### src/rtl/fifo_pkg.sv
// rtl/fifo_pkg.sv - shared pointer-width helper and status struct for the fifo subsystem
package fifo_pkg;

  // Pointers carry one extra wrap bit above the entry index.
  function automatic int ptr_width(input int depth);
    return $clog2(depth) + 1;
  endfunction

  typedef struct packed {
    logic full;
    logic empty;
    logic almost_full;
    logic overflow;
    logic underflow;
  } fifo_status_t;

endpackage

### src/rtl/fifo_mem.sv
// rtl/fifo_mem.sv - simple dual-port storage array; async read when SYNC_FIFO_FWFT_EN is defined
module fifo_mem #(
  parameter int WIDTH  = 32,
  parameter int DEPTH  = 16,
  parameter int ADDR_W = $clog2(DEPTH)
) (
  input  logic              clk,
  input  logic              rst,
  input  logic              wr_en,
  input  logic [ADDR_W-1:0] wr_addr,
  input  logic [WIDTH-1:0]  wr_data,
  input  logic              rd_en,
  input  logic [ADDR_W-1:0] rd_addr,
  output logic [WIDTH-1:0]  rd_data
);

  // Storage is deliberately left unreset.
  logic [WIDTH-1:0] mem_q [DEPTH];

  always_ff @(posedge clk) begin
    if (wr_en) mem_q[wr_addr] <= wr_data;
  end

`ifdef SYNC_FIFO_FWFT_EN
  logic unused_rd_ctrl;
  assign unused_rd_ctrl = rd_en ^ rst;
  assign rd_data        = mem_q[rd_addr];
`else
  logic [WIDTH-1:0] rd_data_q;
  logic [WIDTH-1:0] rd_data_d;

  always_comb begin
    rd_data_d = rd_data_q;
    if (rd_en) rd_data_d = mem_q[rd_addr];
  end

  always_ff @(posedge clk or posedge rst) begin
    if (rst) rd_data_q <= '0;
    else     rd_data_q <= rd_data_d;
  end

  assign rd_data = rd_data_q;
`endif

endmodule

### src/rtl/sync_fifo_ctrl.sv
// rtl/sync_fifo_ctrl.sv - single-clock FIFO with pointer/status/flag logic; SYNC_FIFO_FWFT_EN selects fall-through read
module sync_fifo_ctrl
  import fifo_pkg::*;
#(
  parameter int WIDTH        = 32,
  parameter int DEPTH        = 16,
  parameter int AFULL_THRESH = 12
) (
  input  logic                     clk,
  input  logic                     rst,
  input  logic                     wr_en,
  input  logic [WIDTH-1:0]         wr_data,
  output logic                     full,
  output logic                     almost_full,
  input  logic                     rd_en,
  output logic [WIDTH-1:0]         rd_data,
  output logic                     rd_valid,
  output logic                     empty,
  output logic [$clog2(DEPTH):0]   count,
  output logic [$clog2(DEPTH)-1:0] wr_addr,
  output logic [$clog2(DEPTH)-1:0] rd_addr,
  output logic                     wr_fire,
  output logic                     rd_fire,
  output logic                     overflow,
  output logic                     underflow
);

  localparam int PTR_W  = ptr_width(DEPTH);
  localparam int ADDR_W = PTR_W - 1;
  localparam logic [PTR_W-1:0] AFULL_LVL = PTR_W'(AFULL_THRESH);

  logic [PTR_W-1:0] wr_ptr_q, wr_ptr_d;
  logic [PTR_W-1:0] rd_ptr_q, rd_ptr_d;
  logic             overflow_q, overflow_d;
  logic             underflow_q, underflow_d;
  logic [PTR_W-1:0] occupancy;
  fifo_status_t     status;

  // Status is purely combinational from the registered pointers.
  always_comb begin
    occupancy          = wr_ptr_q - rd_ptr_q;
    status.empty       = (wr_ptr_q == rd_ptr_q);
    status.full        = (wr_ptr_q[ADDR_W] != rd_ptr_q[ADDR_W]) &&
                         (wr_ptr_q[ADDR_W-1:0] == rd_ptr_q[ADDR_W-1:0]);
    status.almost_full = (occupancy >= AFULL_LVL);
    status.overflow    = overflow_q;
    status.underflow   = underflow_q;
  end

  assign wr_fire = wr_en & ~status.full;
  assign rd_fire = rd_en & ~status.empty;

  always_comb begin
    wr_ptr_d    = wr_ptr_q;
    rd_ptr_d    = rd_ptr_q;
    overflow_d  = overflow_q  | (wr_en & status.full);
    underflow_d = underflow_q | (rd_en & status.empty);
    if (wr_fire) wr_ptr_d = wr_ptr_q + PTR_W'(1);
    if (rd_fire) rd_ptr_d = rd_ptr_q + PTR_W'(1);
  end

  always_ff @(posedge clk or posedge rst) begin
    if (rst) begin
      wr_ptr_q    <= '0;
      rd_ptr_q    <= '0;
      overflow_q  <= 1'b0;
      underflow_q <= 1'b0;
    end else begin
      wr_ptr_q    <= wr_ptr_d;
      rd_ptr_q    <= rd_ptr_d;
      overflow_q  <= overflow_d;
      underflow_q <= underflow_d;
    end
  end

  assign wr_addr     = wr_ptr_q[ADDR_W-1:0];
  assign rd_addr     = rd_ptr_q[ADDR_W-1:0];
  assign count       = occupancy;
  assign full        = status.full;
  assign empty       = status.empty;
  assign almost_full = status.almost_full;
  assign overflow    = status.overflow;
  assign underflow   = status.underflow;

`ifdef SYNC_FIFO_FWFT_EN
  assign rd_valid = ~status.empty;
`else
  logic rd_valid_q, rd_valid_d;

  always_comb begin
    rd_valid_d = rd_fire;
  end

  always_ff @(posedge clk or posedge rst) begin
    if (rst) rd_valid_q <= 1'b0;
    else     rd_valid_q <= rd_valid_d;
  end

  assign rd_valid = rd_valid_q;
`endif

  fifo_mem #(
    .WIDTH (WIDTH),
    .DEPTH (DEPTH),
    .ADDR_W(ADDR_W)
  ) u_mem (
    .clk    (clk),
    .rst    (rst),
    .wr_en  (wr_fire),
    .wr_addr(wr_addr),
    .wr_data(wr_data),
    .rd_en  (rd_fire),
    .rd_addr(rd_addr),
    .rd_data(rd_data)
  );

endmodule

### config.mk
export PLATFORM = sky130hd
export DESIGN_NAME = sync_fifo_ctrl
export DESIGN_NICKNAME = d
export VERILOG_FILES = /design/src/rtl/fifo_pkg.sv /design/src/rtl/fifo_mem.sv /design/src/rtl/sync_fifo_ctrl.sv
export SDC_FILE = /design/constraint.sdc
export NUM_CORES = 1
export LEC_CHECK = 0
export CORE_ASPECT_RATIO = 0.7
export CORE_MARGIN = 2
export CORE_UTILIZATION = 30
export CTS_CLUSTER_SIZE = 20
export DETAILED_ROUTE_END_ITERATION = 6
export GPL_ROUTABILITY_DRIVEN = 0
export PLACE_DENSITY = 0.52
export SETUP_SLACK_MARGIN = 0.05
export SLEW_MARGIN = 20
export SYNTH_ARGS = -nofsm -noshare
export SYNTH_HDL_FRONTEND = slang
export SYNTH_SLANG_ARGS = --single-unit
### constraint.sdc
create_clock -name clk -period 6 [get_ports clk]
set_input_delay 1.8 -clock clk [delete_from_list [all_inputs] [get_ports clk]]
set_output_delay 1.8 -clock clk [all_outputs]
set_load 0.02 [all_outputs]
==> impl_metrics.ini, run 1 <==
[run_status]
status = complete, no violations

[routing]
wl_met2_mm = 21.1
via_count = 10684
via_per_inst = 4.69
drc_errors = 0
met1Wirelength_mm = 24.5
first_pass_iters = 5
routed-wl-met3_mm = 2.66
drt_iter0_drc = 826
final_antenna_net_count = 0
routed_wl_mm = 49.1
wire_per_inst_um = 21.6
highest_layer = met5

[worst_setup_path]
rr_worst_depth = 8
setup.worst_path.class = reg -> out
reg2reg_slack_ns = 2.44
worst-path-buf-inv = 2
worst-path-stages = 7
cp-start-kind = flop
crit_path_max_fanout = 24
cp_top_family = buffers and inverters
crit_arrival_ns = 3.25
critPathRequiredTime_ns = 4.20
reg2reg_from = rd_ptr_q[1]
path_cells = inv_1 > ha_1 > nor2b_1 > o21ai_0 > a21boi_0 > o31ai_1 > clkdlybuf4s50_1
worstReg2RegEnd = u_mem.mem_q[4][6]
end_kind = output pin
critPathMaxStageDelay_ns = 0.77
crit_path_top_delay_cell = dfrtp_4

[floorplanning]
io_pins = 89
core-area_mm2 = 0.0715
die_h_um = 229
die-area_mm2 = 0.0744
chipWidth_um = 325
initial_utilization_pct = 30.3
rows = 82

[power_and_ir_drop]
leakagePower_nw = 8.40
ir_worst_vdd_uv = 766
power_density_mw_per_mm2 = 474
power_mw = 12.1

[synthesis]
synthAdderAreaFrac_pct = 0.613
syn_nets = 1213
synth_top_family_by_area = multiplexers
ys_async_sr_fraction_pct = 8.08
synth_largest_area_cell = edfxtp_1
synth_xor_area_share_pct = 0.486
synth_flop_cell = edfxtp_1
yosys-top-cells-area = edfxtp_1, mux2i_1, dfrtp_1
yosys.cell_types.count = 40
syn_avg_cell_area_um2 = 18.5
ys_ff_latch = 557
synth-compound-area-share_pct = 5.79
yosys_warnings = 0
synth_top_area_share_pct = 71.0
synthCells = 1167
netlist_area_mm2 = 0.0216
synth-seq-area-share_pct = 76.2
synthMuxAreaShare_pct = 12.2
yosys.area_share.simple_pct = 2.09
synth_edf_count = 512

[placed_design]
dp_cells = 2184
place_hpwl_mm = 29.9
port_buffers = 88

[grt]
antenna_found_initial = 1
grt_pass1_vias = 11180
overflow = 0
grt_max_degree = 72
grt_pass1_wl_mm = 73.5
grt_usage_pct = 13.1

[sta]
max_freq_ghz = 0.198
fin_skew_ns = 0.0157
relSlewSlack_pct = 36.7
slew_viol_final = 0
holdWs_ns = 0.456
finalCritPeriodShare_pct = 84.1
timing.final.crit_period_ns = 5.05
setup_viol = 0
rsz0062_at_grt = no
tightestPinTransition_ns = 0.950
finalSetupTns_ns = 0
final_hold_viol_count = 0

[clock_network]
ctsHoldBuffers = 0
root_buffer = clkbuf_16
cts.sinks = 557
cts.clk_slew.worst_paths_ns = 0.06
ctsLongestPathBuffers = 3
numCtsBuffers = 51
h-tree-depth = 2
tritoncts = done
post_cts_resized = 0
post_cts.repair.setup_buffers = 0
insertion_delay_ns = 0.57

[finish]
layout_common_cells = edfxtp_1, mux2i_1, clkdlybuf4s50_1
drive_gt1_share_pct = 14.6
fin_cells = 2278
num_antenna_cells = 0
layout_commonest_cell = edfxtp_1
utilization_pct = 35.5
nFillCells = 6673
area_growth_pct = 17.4
fin_nets = 1318

[hold_path]
holdPathEnd = underflow
min_path_cells = 1
hold_class = reg -> reg
hp-start = underflow

[flow_run]
drv_cap = 0
-- stage by stage --
stage	area (um^2)	setup slack, ns
2_1_floorplan	21600	0.860
3_3_place_gp	23600	0.974
3_5_place_dp	23800	0.983
4_1_cts	25400	0.856
5_1_grt	25400	0.665
6_report	25400	0.952
-- cells in the mapped netlist, drive strengths merged (2+ instances only) --
master  number
clkbuf      20
mux4        32
xnor2       11
buf         54
o22ai       64
nor2        79
nor2b        2
nand3b       2
nand2b       2
a21o         3
nand4        5
nor3         4
edfxtp     512
o21ai       35
dfrtp       45
ha           9
mux2i      192
a21boi       3
a221oi      32
nand2        8
a31oi       32
inv         13
-- sequential cells by signal (all words and copies together), names as in the netlist --
register / cells
u_mem.rd_data: 32
rd_ptr_q: 5
underflow: 1
u_mem.mem_q: 512
rd_valid: 1
wr_ptr_q: 5
overflow: 1
-- layout make-up --
| cell class | count | area, um^2 | share of cell area [%] |
|---|---|---|---|
| flip-flops and latches | 557 | 16500 | 65.0 |
| repair buffers | 126 | 1300 | 5.10 |
| clock inverters | 15 | 123 | 0.483 |
| well taps | 966 | 1210 | 4.76 |
| inverters | 13 | 48.8 | 0.192 |
| clock buffers | 78 | 1510 | 5.94 |
| multi-input cells | 523 | 4700 | 18.5 |
-- worst max path at each step --
stage                     start                end
floorplan                 wr_en  u_mem.mem_q[3][0]
global placement          wr_en            wr_fire
detailed placement        wr_en            wr_fire
CTS                 rd_ptr_q[1]        almost_full
global route        rd_ptr_q[1]        almost_full
finish              rd_ptr_q[1]        almost_full
-- report_power, final --
group | total (mW) | switching, mW | internal, mW
Clock | 3.19 | 1.38 | 1.81
Combinational | 3.81 | 2.26 | 1.56
Sequential | 5.05 | 0.287 | 4.76
Total | 12.1 | 3.93 | 8.13
-- layer usage --
metal	vias up	global-route usage (%)
li1	4871	-
met1	5510	19.6
met2	238	19.5
met3	63	2.68
met4	2	2.76
met5	-	0
-- cell families after synthesis --
group,Yosys count
adders and majority gates,10
AOI/OAI and AO/OA,171
and+or+nand+nor,106
buffers and inverters,87
xor gates and xnor gates,12
DFF,557
muxes,224
(Power assumes the default switching activity.)
==> inputs of run 2 (changes only) <==
==> constraint.sdc (replaced) <==
create_clock -name clk -period 5 [get_ports clk]
set_input_delay 1.5 -clock clk [delete_from_list [all_inputs] [get_ports clk]]
set_output_delay 1.5 -clock clk [all_outputs]
set_load 0.02 [all_outputs]
==> impl_metrics.ini, run 2 (synthesis gave the netlist of run 1 again) <==
[routing]
drt_iter0_drc = 855
via_count = 10877
wire_per_inst_um = 22.2
drc_errors = 0
routed_wl_mm = 50.9
first_pass_iters = 5
final_antenna_net_count = 0
via_per_inst = 4.75

[clock_network]
tritoncts = done
post_cts_resized = 0
ctsHoldBuffers = 0
post_cts.repair.setup_buffers = 0
cts.sinks = 557
ctsLongestPathBuffers = 3
root_buffer = clkbuf_16
numCtsBuffers = 53
insertion_delay_ns = 0.61
h-tree-depth = 2
cts.clk_slew.worst_paths_ns = 0.06

[finish]
layout_common_cells = edfxtp_1, mux2i_1, clkdlybuf4s50_1
fin_nets = 1325
multi_input_area_mm2 = 0.00470
utilization_pct = 35.6
layout_commonest_cell = edfxtp_1
area_growth_pct = 17.5
largest-register = u_mem.mem_q
nFillCells = 6743
drive_gt1_share_pct = 14.7
largest_register_ffs = 512
ff_latch_area_mm2 = 0.0165
num_antenna_cells = 0

[grt]
use_met2_pct = 19.4
busiest_layer = met1
grt_usage_pct = 13.7
antenna_found_initial = 0
overflow = 0
met1_usage_pct = 21.4
grt_max_degree = 105
grt_pass1_vias = 11174
grt_pass1_wl_mm = 75.4
met3_usage_pct = 2.86

[floorplanning]
core-area_mm2 = 0.0715
die-area_mm2 = 0.0744
chipWidth_um = 325
die_h_um = 229
rows = 82
io_pins = 89
initial_utilization_pct = 30.3

[worst_setup_path]
setup.worst_path.class = reg -> out
end_kind = output pin
reg2reg_slack_ns = 1.77
path_cells = inv_1 > ha_1 > inv_1 > fa_1 > a21o_1 > a21oi_1 > xnor2_1 > o31ai_1 > clkdlybuf4s50_1
crit_path_max_fanout = 5
critPathRequiredTime_ns = 3.50
worst-path-buf-inv = 3
rr_worst_depth = 5
cp-start-kind = flop
crit_arrival_ns = 3.03
crit_top_cell = inv_1
cp_top_family = buffers and inverters
crit_path_top_delay_cell = clkdlybuf4s50_1
reg2reg_from = rd_ptr_q[1]
worstReg2RegEnd = u_mem.rd_data[26]
critPathMaxStageDelay_ns = 0.64

[power_and_ir_drop]
power_frac_clock_pct = 26.5
p_switching_mw = 4.81
combPwrFrac_pct = 32.8
netSwitchingFraction_pct = 32.9
leakagePower_nw = 8.42
power_density_mw_per_mm2 = 575
ir_worst_vdd_uv = 915
p_int_mw = 9.81
power_mw = 14.6
p_seq_share_pct = 40.8

[sta]
timing.final.crit_period_ns = 4.53
relSlewSlack_pct = 37.2
fin_skew_ns = 0.0251
tightestPinTransition_ns = 0.941
max_freq_ghz = 0.221
finalSetupTns_ns = 0
finalCritPeriodShare_pct = 90.5
holdWs_ns = 0.471
final_hold_viol_count = 0
rsz0062_at_grt = no
setup_viol = 0
slew_viol_final = 0

[flow_run]
drv_cap = 0

[placed_design]
place_hpwl_mm = 29.1
port_buffers = 88

[hold_path]
holdPathEnd = overflow
hold_class = reg -> reg
hp-start = overflow
min_path_cells = 1

[run_status]
status = complete, no violations
[run 2: worst max path at each step]
stage                start           endpoint  slack [ns]  cells after the start
2_1_floorplan  rd_ptr_q[1]  u_mem.mem_q[3][0]        0.12                      9
3_3_place_gp         rd_en            rd_fire        0.66                      3
3_5_place_dp         rd_en            rd_fire        0.67                      3
4_1_cts        wr_ptr_q[0]        almost_full        0.44                      9
5_1_grt        wr_ptr_q[0]        almost_full        0.29                      9
6_report       wr_ptr_q[0]        almost_full        0.47                      9
[run 2: power by group through the flow]
stage	clock [mW]	combinational (mW)	sequential, mW
final	3.87	4.79	5.96
after global routing	4.17	5.18	6.02
after CTS	3.97	4.82	5.97
after detailed placement	0	4.80	6.07
after global placement	0	4.78	6.05
after floorplan	0	3.03	6.15
[run 2: final cells by class]
type / count / area share, %
clock buffers: 85 / 6.13
clock inverters: 15 / 0.394
inverters: 13 / 0.192
multi-input cells: 523 / 18.5
flip-flops and latches: 557 / 64.9
well taps: 966 / 4.75
repair buffers: 131 / 5.09
[run 2: layer usage]
| layer | part of all wire, % | vias up |
|---|---|---|
| li1 | - | 4893 |
| met1 | 52 | 5684 |
| met2 | 42 | 241 |
| met3 | 4.6 | 59 |
| met4 | 1.4 | 0 |
| met5 | 0 | - |
[run 2: per-stage QoR]
| step | setup WS (ns) | cells | cell area (um^2) |
|---|---|---|---|
| finish | 0.475 | 2290 | 25400 |
| global route | 0.294 | 2290 | 25400 |
| CTS | 0.437 | 2288 | 25400 |
| detailed placement | 0.671 | 2188 | 23700 |
| global placement | 0.663 | 2188 | 23700 |
| floorplan | 0.121 | 1167 | 21600 |
[run 2: worst register-to-register path, stage by stage (launching register included)]
cell     delay (ns)
dfrtp_4        0.40
buf_4          0.59
buf_4          0.81
mux4_2         0.65
o21ai_0        0.46
a31oi_1        0.16
==> inputs of run 3 (changes only) <==
--- a/config.mk
+++ b/config.mk
@@ -13,7 +13,7 @@
 export GPL_ROUTABILITY_DRIVEN = 0
 export PLACE_DENSITY = 0.52
 export SETUP_SLACK_MARGIN = 0.05
-export SLEW_MARGIN = 20
+export SLEW_MARGIN = 5
 export SYNTH_ARGS = -nofsm -noshare
 export SYNTH_HDL_FRONTEND = slang
 export SYNTH_SLANG_ARGS = --single-unit
==> impl_metrics.ini, run 3 (synthesis gave the netlist of run 1 again) <==
[run_status]
status = complete, no violations

[finish]
layout_common_cells = edfxtp_1, mux2i_1, clkdlybuf4s50_1
fin_nets = 1323
largest_register_ffs = 512
drive_gt1_share_pct = 14.5
num_antenna_cells = 0
area_growth_pct = 17.2
largest-register = u_mem.mem_q
layout_commonest_cell = edfxtp_1
utilization_pct = 35.5

[sta]
finalSetupTns_ns = 0
final_hold_viol_count = 0
setup_viol = 0
timing.final.crit_period_ns = 4.53
rsz0062_at_grt = no
max_freq_ghz = 0.221
fin_skew_ns = 0.0238
tightestPinTransition_ns = 1.22
slew_viol_final = 0
finalCritPeriodShare_pct = 90.5
relSlewSlack_pct = 18.3

[power_and_ir_drop]
power_density_mw_per_mm2 = 575
ir_worst_vdd_uv = 915
power_mw = 14.6
leakagePower_nw = 8.40

[clock_network]
ctsHoldBuffers = 0
cts.clk_slew.worst_paths_ns = 0.06
post_cts_resized = 0
ctsLongestPathBuffers = 3
numCtsBuffers = 53
insertion_delay_ns = 0.61
root_buffer = clkbuf_16
tritoncts = done
post_cts.repair.setup_buffers = 0
h-tree-depth = 2
cts.sinks = 557

[worst_setup_path]
setup.worst_path.class = reg -> out
critPathRequiredTime_ns = 3.50
end_kind = output pin
crit_path_max_fanout = 5
crit_arrival_ns = 3.03
reg2reg_slack_ns = 1.79
cp-start-kind = flop

[grt]
use_met2_pct = 19.4
overflow = 0
busiest_layer = met1
antenna_found_initial = 0
met3_usage_pct = 2.86
met1_usage_pct = 21.4
grt_pass1_wl_mm = 75.4
grt_max_degree = 105
grt_usage_pct = 13.7
grt_pass1_vias = 11174

[placed_design]
place_hpwl_mm = 29.1
port_buffers = 88

[floorplanning]
core-area_mm2 = 0.0715
io_pins = 89
initial_utilization_pct = 30.3
die-area_mm2 = 0.0744
chipWidth_um = 325
rows = 82
die_h_um = 229

[routing]
via_count = 10901
routed_wl_mm = 50.9
wire_per_inst_um = 22.3
via_per_inst = 4.76
drc_errors = 0
first_pass_iters = 5
final_antenna_net_count = 0
drt_iter0_drc = 764

[hold_path]
hold_class = reg -> reg

[flow_run]
drv_cap = 0
[run 3: worst paths after layout]
kind,startpoint,to,cells past startpoint
max in group asynchronous,rst,rd_ptr_q[1],4
hold / removal,overflow,overflow,1
min in group asynchronous,rst,u_mem.rd_data[28],2
setup reg to reg,rd_ptr_q[1],u_mem.rd_data[26],5
hold reg to reg,overflow,overflow,1
setup / recovery,wr_ptr_q[0],almost_full,9
[run 3: power by group]
group | internal (mW) | switching, mW | total, mW | leakage [nW]
registers | 5.72 | 0.245 | 5.96 | 5.13
logic | 1.87 | 2.87 | 4.75 | 2.46
clock network | 2.18 | 1.69 | 3.87 | 0.809
[run 3: worst max-delay path: stages (launching register included)]
cell and delay [ns]:
dfrtp_1 0.43, inv_1 0.17, ha_1 0.20, inv_1 0.05, fa_1 0.40, a21o_1 0.17, a21oi_1 0.17, xnor2_1 0.11
o31ai_1 0.08, clkdlybuf4s50_1 0.64
[run 3: layout make-up]
class	count	area [um^2]
well taps	966	1210
repair buffers	129	1240
clock buffers	85	1560
flip-flops and latches	557	16500
fillers	6749	46100
inverters	13	48.8
multi-input cells	523	4700
clock inverters	15	100
[run 3: stage by stage]
| step | instances | hold slack (ns) | cell area, um^2 | setup slack, ns |
|---|---|---|---|---|
| CTS | 2288 | 0.467 | 25400 | 0.437 |
| finish | 2288 | 0.471 | 25400 | 0.473 |
| floorplan | 1167 | 0.502 | 21600 | 0.121 |
| global route | 2288 | 0.485 | 25400 | 0.294 |
| global placement | 2188 | 0.448 | 23700 | 0.663 |
| detailed placement | 2188 | 0.448 | 23700 | 0.671 |
[run 3: metal layers]
layer / vias to the layer above / wire length (um)
li1: 4891 / -
met1: 5701 / 26200
met2: 250 / 21400
met3: 59 / 2600
met4: 0 / 713
met5: - / 0
